<file path="config.mk">
export PLATFORM = sky130hd
export DESIGN_NAME = retire_trace_buffer
export DESIGN_NICKNAME = d
export VERILOG_FILES = /design/src/rtl/trace_pkg.sv /design/src/rtl/sync_fifo.sv /design/src/rtl/retire_trace_buffer.sv
export SDC_FILE = /design/constraint.sdc
export NUM_CORES = 2
export LEC_CHECK = 0
export ABC_CLOCK_PERIOD_IN_PS = 15400
export CORE_ASPECT_RATIO = 1.5
export CORE_MARGIN = 3
export CORE_UTILIZATION = 30
export DETAILED_ROUTE_END_ITERATION = 10
export HOLD_SLACK_MARGIN = 0.12
export MAX_ROUTING_LAYER = met4
export PLACE_DENSITY = 0.51
export REMOVE_ABC_BUFFERS = 1
export SLEW_MARGIN = 10
export SYNTH_ARGS = -nofsm -noshare
export SYNTH_HDL_FRONTEND = slang
export SYNTH_SLANG_ARGS = --single-unit
</file>
<file path="constraint.sdc">
create_clock -name i_clk -period 15.4 [get_ports i_clk]
set_clock_uncertainty 0.05 [all_clocks]
set_input_delay 1.54 -clock i_clk [delete_from_list [all_inputs] [get_ports i_clk]]
set_output_delay 1.54 -clock i_clk [all_outputs]
set_load 0.01 [all_outputs]
</file>
<file path="src/rtl/trace_pkg.sv">
// Shared record layout for the retire trace buffer.
// The cycle field is sized for the widest supported stamp; the buffer keeps only its low CYC_W bits.
package trace_pkg;

    localparam int DROP_W    = 16;
    localparam int CYC_MAX_W = 64;

    typedef struct packed {
        logic [CYC_MAX_W-1:0] cycle;
        logic [31:0]          pc;
        logic [31:0]          next_pc;
        logic [31:0]          inst;
        logic [4:0]           rd_waddr;
        logic [31:0]          rd_wdata;
        logic                 trap;
        logic                 halt;
    } retire_rec_t;

    localparam int REC_W       = $bits(retire_rec_t);
    localparam int REC_FIXED_W = REC_W - CYC_MAX_W;

endpackage

</file>
<file path="src/rtl/sync_fifo.sv">
// Single-clock FIFO with separately tracked level; pointers wrap naturally.
// Storage is not reset, so read data is meaningless while empty.
module sync_fifo #(
    parameter int WIDTH = 8,
    parameter int DEPTH = 16
) (
    input  logic                     i_clk,
    input  logic                     i_rst_n,
    input  logic                     i_push,
    input  logic                     i_pop,
    input  logic [WIDTH-1:0]         i_wdata,
    output logic [WIDTH-1:0]         o_rdata,
    output logic [$clog2(DEPTH):0]   o_level,
    output logic                     o_full,
    output logic                     o_empty
);

    localparam int ADDR_W = $clog2(DEPTH);
    localparam int LVL_W  = ADDR_W + 1;

    logic [WIDTH-1:0]  mem_q [DEPTH];
    logic [ADDR_W-1:0] wr_ptr_q, wr_ptr_d;
    logic [ADDR_W-1:0] rd_ptr_q, rd_ptr_d;
    logic [LVL_W-1:0]  level_q, level_d;

    always_comb begin
        wr_ptr_d = wr_ptr_q;
        rd_ptr_d = rd_ptr_q;
        level_d  = level_q;
        if (i_push) wr_ptr_d = wr_ptr_q + 1'b1;
        if (i_pop)  rd_ptr_d = rd_ptr_q + 1'b1;
        case ({i_push, i_pop})
            2'b10:   level_d = level_q + 1'b1;
            2'b01:   level_d = level_q - 1'b1;
            default: level_d = level_q;
        endcase
    end

    always_ff @(posedge i_clk or negedge i_rst_n) begin
        if (!i_rst_n) begin
            wr_ptr_q <= '0;
            rd_ptr_q <= '0;
            level_q  <= '0;
        end else begin
            wr_ptr_q <= wr_ptr_d;
            rd_ptr_q <= rd_ptr_d;
            level_q  <= level_d;
        end
    end

    always_ff @(posedge i_clk) begin
        if (i_push) mem_q[wr_ptr_q] <= i_wdata;
    end

    assign o_rdata = mem_q[rd_ptr_q];
    assign o_level = level_q;
    assign o_full  = (level_q == LVL_W'(DEPTH));
    assign o_empty = (level_q == '0);

endmodule

</file>
<file path="src/rtl/retire_trace_buffer.sv">
// Captures each hart retire into a stamped record and drains records over a valid/ready port.
// Tracks overflow drops (saturating), sticky halt, and end-of-trace.
module retire_trace_buffer
    import trace_pkg::*;
#(
    parameter int DEPTH = 16,
    parameter int CYC_W = 32
) (
    input  logic                   i_clk,
    input  logic                   i_rst_n,
    input  logic                   i_retire_valid,
    input  logic [31:0]            i_retire_inst,
    input  logic                   i_retire_trap,
    input  logic                   i_retire_halt,
    input  logic [4:0]             i_retire_rd_waddr,
    input  logic [31:0]            i_retire_rd_wdata,
    input  logic [31:0]            i_retire_pc,
    input  logic [31:0]            i_retire_next_pc,
    output logic                   o_trace_valid,
    input  logic                   i_trace_ready,
    output logic [CYC_W-1:0]       o_trace_cycle,
    output logic [31:0]            o_trace_pc,
    output logic [31:0]            o_trace_next_pc,
    output logic [31:0]            o_trace_inst,
    output logic [31:0]            o_trace_rd_wdata,
    output logic [4:0]             o_trace_rd_waddr,
    output logic                   o_trace_trap,
    output logic                   o_trace_halt,
    output logic [$clog2(DEPTH):0] o_level,
    output logic [15:0]            o_drop_count,
    output logic                   o_halted,
    output logic                   o_drained
);

    localparam int FIFO_W = REC_FIXED_W + CYC_W;

    logic [CYC_W-1:0]  cyc_q, cyc_d;
    logic [DROP_W-1:0] drop_count_q, drop_count_d;
    logic              halted_q, halted_d;

    logic              retire_ok, push, pop, drop;
    logic              fifo_full, fifo_empty;
    logic [FIFO_W-1:0] fifo_wdata, fifo_rdata;
    retire_rec_t       wr_rec, rd_rec;

    // Once halted the hart is considered stopped: later retires neither queue nor count as drops.
    always_comb begin
        retire_ok    = i_retire_valid && !halted_q;
        pop          = !fifo_empty && i_trace_ready;
        push         = retire_ok && (!fifo_full || pop);
        drop         = retire_ok && fifo_full && !pop;
        cyc_d        = cyc_q + 1'b1;
        halted_d     = halted_q || (retire_ok && i_retire_halt);
        drop_count_d = drop_count_q;
        if (drop && (drop_count_q != '1)) drop_count_d = drop_count_q + 1'b1;
    end

    always_ff @(posedge i_clk or negedge i_rst_n) begin
        if (!i_rst_n) begin
            cyc_q        <= '0;
            drop_count_q <= '0;
            halted_q     <= 1'b0;
        end else begin
            cyc_q        <= cyc_d;
            drop_count_q <= drop_count_d;
            halted_q     <= halted_d;
        end
    end

    // The stamp is the MSB field, so truncating the packed record drops only unused cycle bits.
    always_comb begin
        wr_rec          = '0;
        wr_rec.cycle    = CYC_MAX_W'(cyc_q);
        wr_rec.pc       = i_retire_pc;
        wr_rec.next_pc  = i_retire_next_pc;
        wr_rec.inst     = i_retire_inst;
        wr_rec.rd_waddr = i_retire_rd_waddr;
        wr_rec.rd_wdata = i_retire_rd_wdata;
        wr_rec.trap     = i_retire_trap;
        wr_rec.halt     = i_retire_halt;
        fifo_wdata      = wr_rec[FIFO_W-1:0];
        rd_rec          = retire_rec_t'(REC_W'(fifo_rdata));
    end

    sync_fifo #(
        .WIDTH (FIFO_W),
        .DEPTH (DEPTH)
    ) u_fifo (
        .i_clk   (i_clk),
        .i_rst_n (i_rst_n),
        .i_push  (push),
        .i_pop   (pop),
        .i_wdata (fifo_wdata),
        .o_rdata (fifo_rdata),
        .o_level (o_level),
        .o_full  (fifo_full),
        .o_empty (fifo_empty)
    );

    assign o_trace_valid    = !fifo_empty;
    assign o_trace_cycle    = rd_rec.cycle[CYC_W-1:0];
    assign o_trace_pc       = rd_rec.pc;
    assign o_trace_next_pc  = rd_rec.next_pc;
    assign o_trace_inst     = rd_rec.inst;
    assign o_trace_rd_wdata = rd_rec.rd_wdata;
    assign o_trace_rd_waddr = rd_rec.rd_waddr;
    assign o_trace_trap     = rd_rec.trap;
    assign o_trace_halt     = rd_rec.halt;
    assign o_drop_count     = drop_count_q;
    assign o_halted         = halted_q;
    assign o_drained        = halted_q && fifo_empty;

endmodule

</file>
# Word-level counts from Yosys, hierarchy flattened
# Memories as Yosys holds them, arrays and structs flattened.
# Index checks and enable logic that the tools add are counted.
# word_totals
register_bits	62
latchBits	0
mem_bits_rw	2672
rom_bits	0
input_bits	139
output_inout_bits	191
mem_count	1
# op_classes
add_sub_neg	6
n_mul	0
div_mod_pow	0
order_cmp	0
n_eq_ne	4
n_shift	0
muxes	3
n_bitwise	0
n_reduce_logical	16
# mem_list
memory	words	width	rd	rd_ports_with_merged_regs	write_ports	line	rtl
u_fifo.mem_q	16	167	1	0	1	sync_fifo.sv:21	logic [WIDTH-1:0] mem_q [DEPTH];
# ops
cell	count
adder 32 x 1 -> 32 bit, second input constant	1
adder 16 x 1 -> 16 bit, second input constant	1
inequality test 16 bit, second input constant	1
case mux 5 bit (2 select lines)	1
adder 4 x 1 -> 4 bit, second input constant	2
logical AND 1 bit	8
adder 5 x 1 -> 5 bit, second input constant	1
equality test 5 bit, second input constant	1
zero test 5 bit	1
subtractor 5 x 1 -> 5 bit, second input constant	1
zero test 1 bit	4
equality test 2 x 1 -> 1 bit, second input constant	1
equality test 2 bit, second input constant	1
logical OR 1 bit	2
two-way mux 1 bit	2
nonzero test 2 bit	1

# Longest topological paths before layout
# depth
word_depth	7
mapped_depth	10
ltp_nobuf	9

# Hierarchy
# Synthesis repeated with hierarchy kept, for this count alone.
# hier_totals
cells_unflattened	4677
hier_area_um2	103609.4
# modules_own_cells
mod	instances	cells_per_inst	area_per_inst_um2
sync_fifo	1	4472	101282.1
retire_trace_buffer	1	205	2327.2

# Least setup slack after synthesis
# No wires, ideal clock.
# synth_timing
kind	input-to-reg
startpoint	input i_retire_valid
endpoint	memory u_fifo.mem_q[3][0] (netlist bit), enable pin
setup_time_ps	898
arrival_time_ps	13510
path_slack_ps	942
cell_stages	4
cell_sequence	nand2b_1 > nor2_1 > nand2_1 > nor3_1
# synth_via
elab_chain_len	4
# synth_rtl
item	line	rtl
from (decl)	retire_trace_buffer.sv:11	input logic i_retire_valid,
logical AND 1 bit	retire_trace_buffer.sv:48	retire_ok = i_retire_valid && !halted_q;
logical AND 1 bit	retire_trace_buffer.sv:50	push = retire_ok && (!fifo_full || pop);
two-way mux 1 bit	sync_fifo.sv:52	if (i_push) mem_q[wr_ptr_q] <= i_wdata;
two-way mux 1 bit (not written as such)	sync_fifo.sv:52	
to (decl)	sync_fifo.sv:21	
# No other way between the ends.

# Worst setup path in the final report
# layout_timing
startpoint	register u_fifo.rd_ptr_q[0]
endpoint	output o_trace_pc[17]
# layout_via
elab_chain_len	1
# layout_rtl
item	line	rtl
from (decl)	sync_fifo.sv:23	logic [ADDR_W-1:0] rd_ptr_q, rd_ptr_d;
from (signal assigned)	sync_fifo.sv:46	rd_ptr_q <= rd_ptr_d;
memory (16 x 167 bit)	-	
to (decl)	retire_trace_buffer.sv:22	output logic [31:0] o_trace_pc,
# No other way between the ends.

==> run_results.csv <==
group,metric,value,unit
outcome,outcome,"finished clean",
clock_network,root_buffer,"sky130_fd_sc_hd__clkbuf_16",
critical_path,slowest_delay,0.86,ns
clock_network,holdBufCountCts,0,
sta,setup_total_negative_slack,0,ns
synth,synthesis.area_per_instance,24.7,um2
synth,synthesis.area,103000,um2
sta,fmaxAchievable,0.133,GHz
finish,flow.area_growth_from_synthesis,17.3,%
synth,synth_cell_types,39,
finish,final.fill_count,31119,
global_routing,global_route_wire_length_before_repair,373000,um
synth,synthesis.instances,4186,
synth,synth-xor-area-share,0.00466,
floorplan,placement_rows,263,
route,vias,46143,
synth,synth_fa_ha_area_frac,0.00109,
finish,area_occupied_by_registers,81800,um2
synth,synth_simple_gate_area_share,0.0102,
clock_network,post_cts_gate_resize_count,0,
route,top_layer,"met4",
sta,finalSetupViolCount,0,
finish,multiInputGateArea,20700,um2
critical_path,worstPathCellList,"buf_4, buf_12, buf_4, mux4_2, nor2b_1, a211oi_1, a21oi_1, clkdlybuf4s50_1",
floorplan,placeableCoreArea,343000,um2
synth,synth_compound_gate_area_share,0.00881,
route,avgRoutedWirePerCell,27.7,um
sta,slew_viol_final,0,
route,met2WireLength,133000,um
global_routing,maximum_number_of_pins_on_one_net_before_global_route_repair,147,
placement,pre_cts_ws,8.53,ns
clock_network,worst_setup_hold_path_clk_slew,0.06,ns
clock_network,cts.path.max_buffers,4,
placement,port-buffer-count,329,
route,drc,0,
critical_path,crit_fanout,91,
global_routing,globalRouteOverflowTotal,0,
sta,worst_slew_pin_slew,1.13,ns
clock_network,cts_max_level,5,
sta,timing.max_slew.rel_slack,0.244,
power_and_ir_drop,p_leak,37.0,nW
flow_run,timing.max_cap.violations,0,
sta,rsz0062_at_grt,"no",
finish,fin_nets,4832,
power_and_ir_drop,pwr_density_cell,166,nW/um2
placement,place_hpwl,131000,um
critical_path,crit_path_start_kind,"register",
sta,final_hold_viol_count,0,
route,wl_met1,110000,um
hold_path,hold_path_class,"reg2reg",
sta,timing.final.crit_period,7.51,ns
clock_network,insertion_delay,0.86,ns
route,dr_wl_met3,11100,um
floorplan,die_height,725,um
floorplan,starting_density_of_the_core,0.302,
finish,layout.core_utilization,0.354,
critical_path,cp.arrival,5.92,ns
synth,ys_seq_elements,2734,
clock_network,cts_post_setup_buffers_inserted,0,
synth,largest_family_of_logic_cells_by_synthesized_area,"multiplexers",
finish,drive_gt1_frac,0.262,
floorplan,die-area,352000,um2
critical_path,critPathRequiredTime,13.81,ns
synth,yosysSeqAreaShare,0.792,
floorplan,i_o_pin_total,330,
global_routing,gr-usage-all-layers,0.151,
power_and_ir_drop,peakVddDrop,0.000139,V
sta,final_min_period_over_clock_period,0.488,
clock_network,tritoncts.num_buffers,279,
critical_path,criticalPathCategory,"reg2out",
sta,post-route-worst-setup-slack,7.89,ns
placement,finalWeightedCongestion,0.713,
route,drt-vias-per-instance,4.90,
route,ant_nets,0,
critical_path,worst_path_most_repeated_cell,"sky130_fd_sc_hd__buf_4",
critical_path,worst_setup_path_end_kind,"primary output",
floorplan,fp.dieW,485,um
route,wirelength,261000,um
global_routing,first_global_vias,50167,
global_routing,antenna_found_initial,49,
route,dr.pass1.iters,5,
clock_network,numClockSinks,2734,
critical_path,crit_slowest_cell,"sky130_fd_sc_hd__dfrtp_4",
synth,yosys-mux-area-fraction,0.175,
synth,ys_warn_count,0,
route,detailedRoute.firstIterationViolations,3693,
clock_network,cts_tree,"done",
cell usage after synthesis, drive strengths merged:
cell type / number / area [um2]
or2: 1 / 6.26
ha: 9 / 113
and3: 7 / 43.8
and4: 7 / 61.3
and2: 2 / 12.5
mux2i: 66 / 661
dfrtp: 62 / 1550
inv: 5 / 18.8
nand4: 17 / 106
xnor2: 41 / 359
o21ai: 3 / 18.8
nand3: 16 / 80.1
nor4: 1 / 6.26
a31oi: 2 / 12.5
nor4b: 1 / 23.8
nor3b: 1 / 7.51
buf: 121 / 564
clkbuf: 91 / 342
nor3: 11 / 55.1
mux4: 770 / 17300
xor2: 14 / 123
a21o: 3 / 22.5
o31a: 2 / 18.8
nor2b: 67 / 419
nand2: 28 / 105
or4: 1 / 7.51
nor2: 26 / 97.6
edfxtp: 2672 / 80200
a211o: 1 / 8.76
a21oi: 65 / 325
a211oi: 65 / 488
nand2b: 3 / 18.8
o211ai: 2 / 15.0
mux2: 3 / 33.8
path summary, 6_finish.rpt:
check                                        start                     to  slack, ns  depth (start not counted)
min in group asynchronous                  i_rst_n        o_drop_count[9]       0.77                          1
max in group asynchronous                  i_rst_n     u_fifo.rd_ptr_q[2]      13.80                          1
worst max-delay path            u_fifo.rd_ptr_q[0]         o_trace_pc[17]       7.89                          8
worst max register to register   u_fifo.o_level[1]  u_fifo.mem_q[11][114]      10.42                          8
worst min-delay path              o_drop_count[14]       o_drop_count[14]       0.45                          1
worst min register to register    o_drop_count[14]       o_drop_count[14]       0.45                          1
flip-flops by register name, summed over array words and instances (netlist names):
register,count
cyc_q,32
o_drop_count,16
o_halted,1
u_fifo.mem_q,2672
u_fifo.o_level,5
u_fifo.rd_ptr_q,4
u_fifo.wr_ptr_q,4
worst max-delay path: cells and delay by family, from the launching register on:
kind                   cells  cell delay (ns)
buffers and inverters      4             2.79
AO/OA/AOI/OAI              2             0.47
flip-flops                 1             0.86
AND/OR/NAND/NOR            1             0.15
multiplexers               1             0.58
area by class of cell:
type,instances,area share
clock buffer,336,0.0611
clock inverter,149,0.0114
inverter,5,0.000155
sequential,2734,0.675
timing repair buffer,429,0.0346
tap,4505,0.0465
antenna,17,0.000351
multi-input combinational,1235,0.171
cells by family (layout without fill, tap and decap cells):
logic type	Yosys count	after routing
other	0	17
buffers and inverters	217	919
AO/OA/AOI/OAI	143	143
flip-flops	2734	2734
multiplexers	839	839
XOR/XNOR	55	55
AND/OR/NAND/NOR	189	189
adder cells (fa/ha/maj)	9	9
cells in the final DEF (no fill, tap or decap), types with 16 or more instances in the layout:
cell                              netlist  routed
sky130_fd_sc_hd__nand4_1               17      17
sky130_fd_sc_hd__a211oi_1              65      65
sky130_fd_sc_hd__clkbuf_1              91      45
sky130_fd_sc_hd__a21oi_1               65      65
sky130_fd_sc_hd__xnor2_1               41      41
sky130_fd_sc_hd__edfxtp_1            2672    2672
sky130_fd_sc_hd__bufinv_16              0      22
sky130_fd_sc_hd__buf_4                  1      89
sky130_fd_sc_hd__dfrtp_1               62      58
sky130_fd_sc_hd__clkinv_1               0      59
sky130_fd_sc_hd__clkdlybuf4s50_1        0     328
sky130_fd_sc_hd__nor2b_1               67      67
sky130_fd_sc_hd__clkbuf_16              0     287
sky130_fd_sc_hd__mux4_2               770     770
sky130_fd_sc_hd__mux2i_1               66      66
sky130_fd_sc_hd__nand3_1               16      16
sky130_fd_sc_hd__clkinv_2               0      41
sky130_fd_sc_hd__diode_2                0      17
sky130_fd_sc_hd__nand2_1               28      28
report_power, final:
group / switching, W / total, W / internal [W]
logic: 0.00256 / 0.00523 / 0.00266
clock network: 0.00284 / 0.00664 / 0.00380
registers: 0.000132 / 0.00829 / 0.00816
routing by layer:
metal | GRT usage | vias to the layer above
met5 | - | -
met2 | 0.249 | 1083
met1 | 0.193 | 25569
met3 | 0.0229 | 408
li1 | - | 19083
met4 | 0.0442 | 0
stage by stage:
| step | std cells | hold WS (ns) | cell area (um2) | total power [W] |
|---|---|---|---|---|
| floorplan | 3974 | 0.466 | 102000 | 0.0139 |
| global placement | 8908 | 0.431 | 112000 | 0.0139 |
| detailed placement | 8908 | 0.429 | 112000 | 0.0139 |
| CTS | 9393 | 0.448 | 121000 | 0.0206 |
| global route | 9410 | 0.481 | 121000 | 0.0210 |
| finish | 9410 | 0.453 | 121000 | 0.0202 |
(Power assumes the default switching activity.)
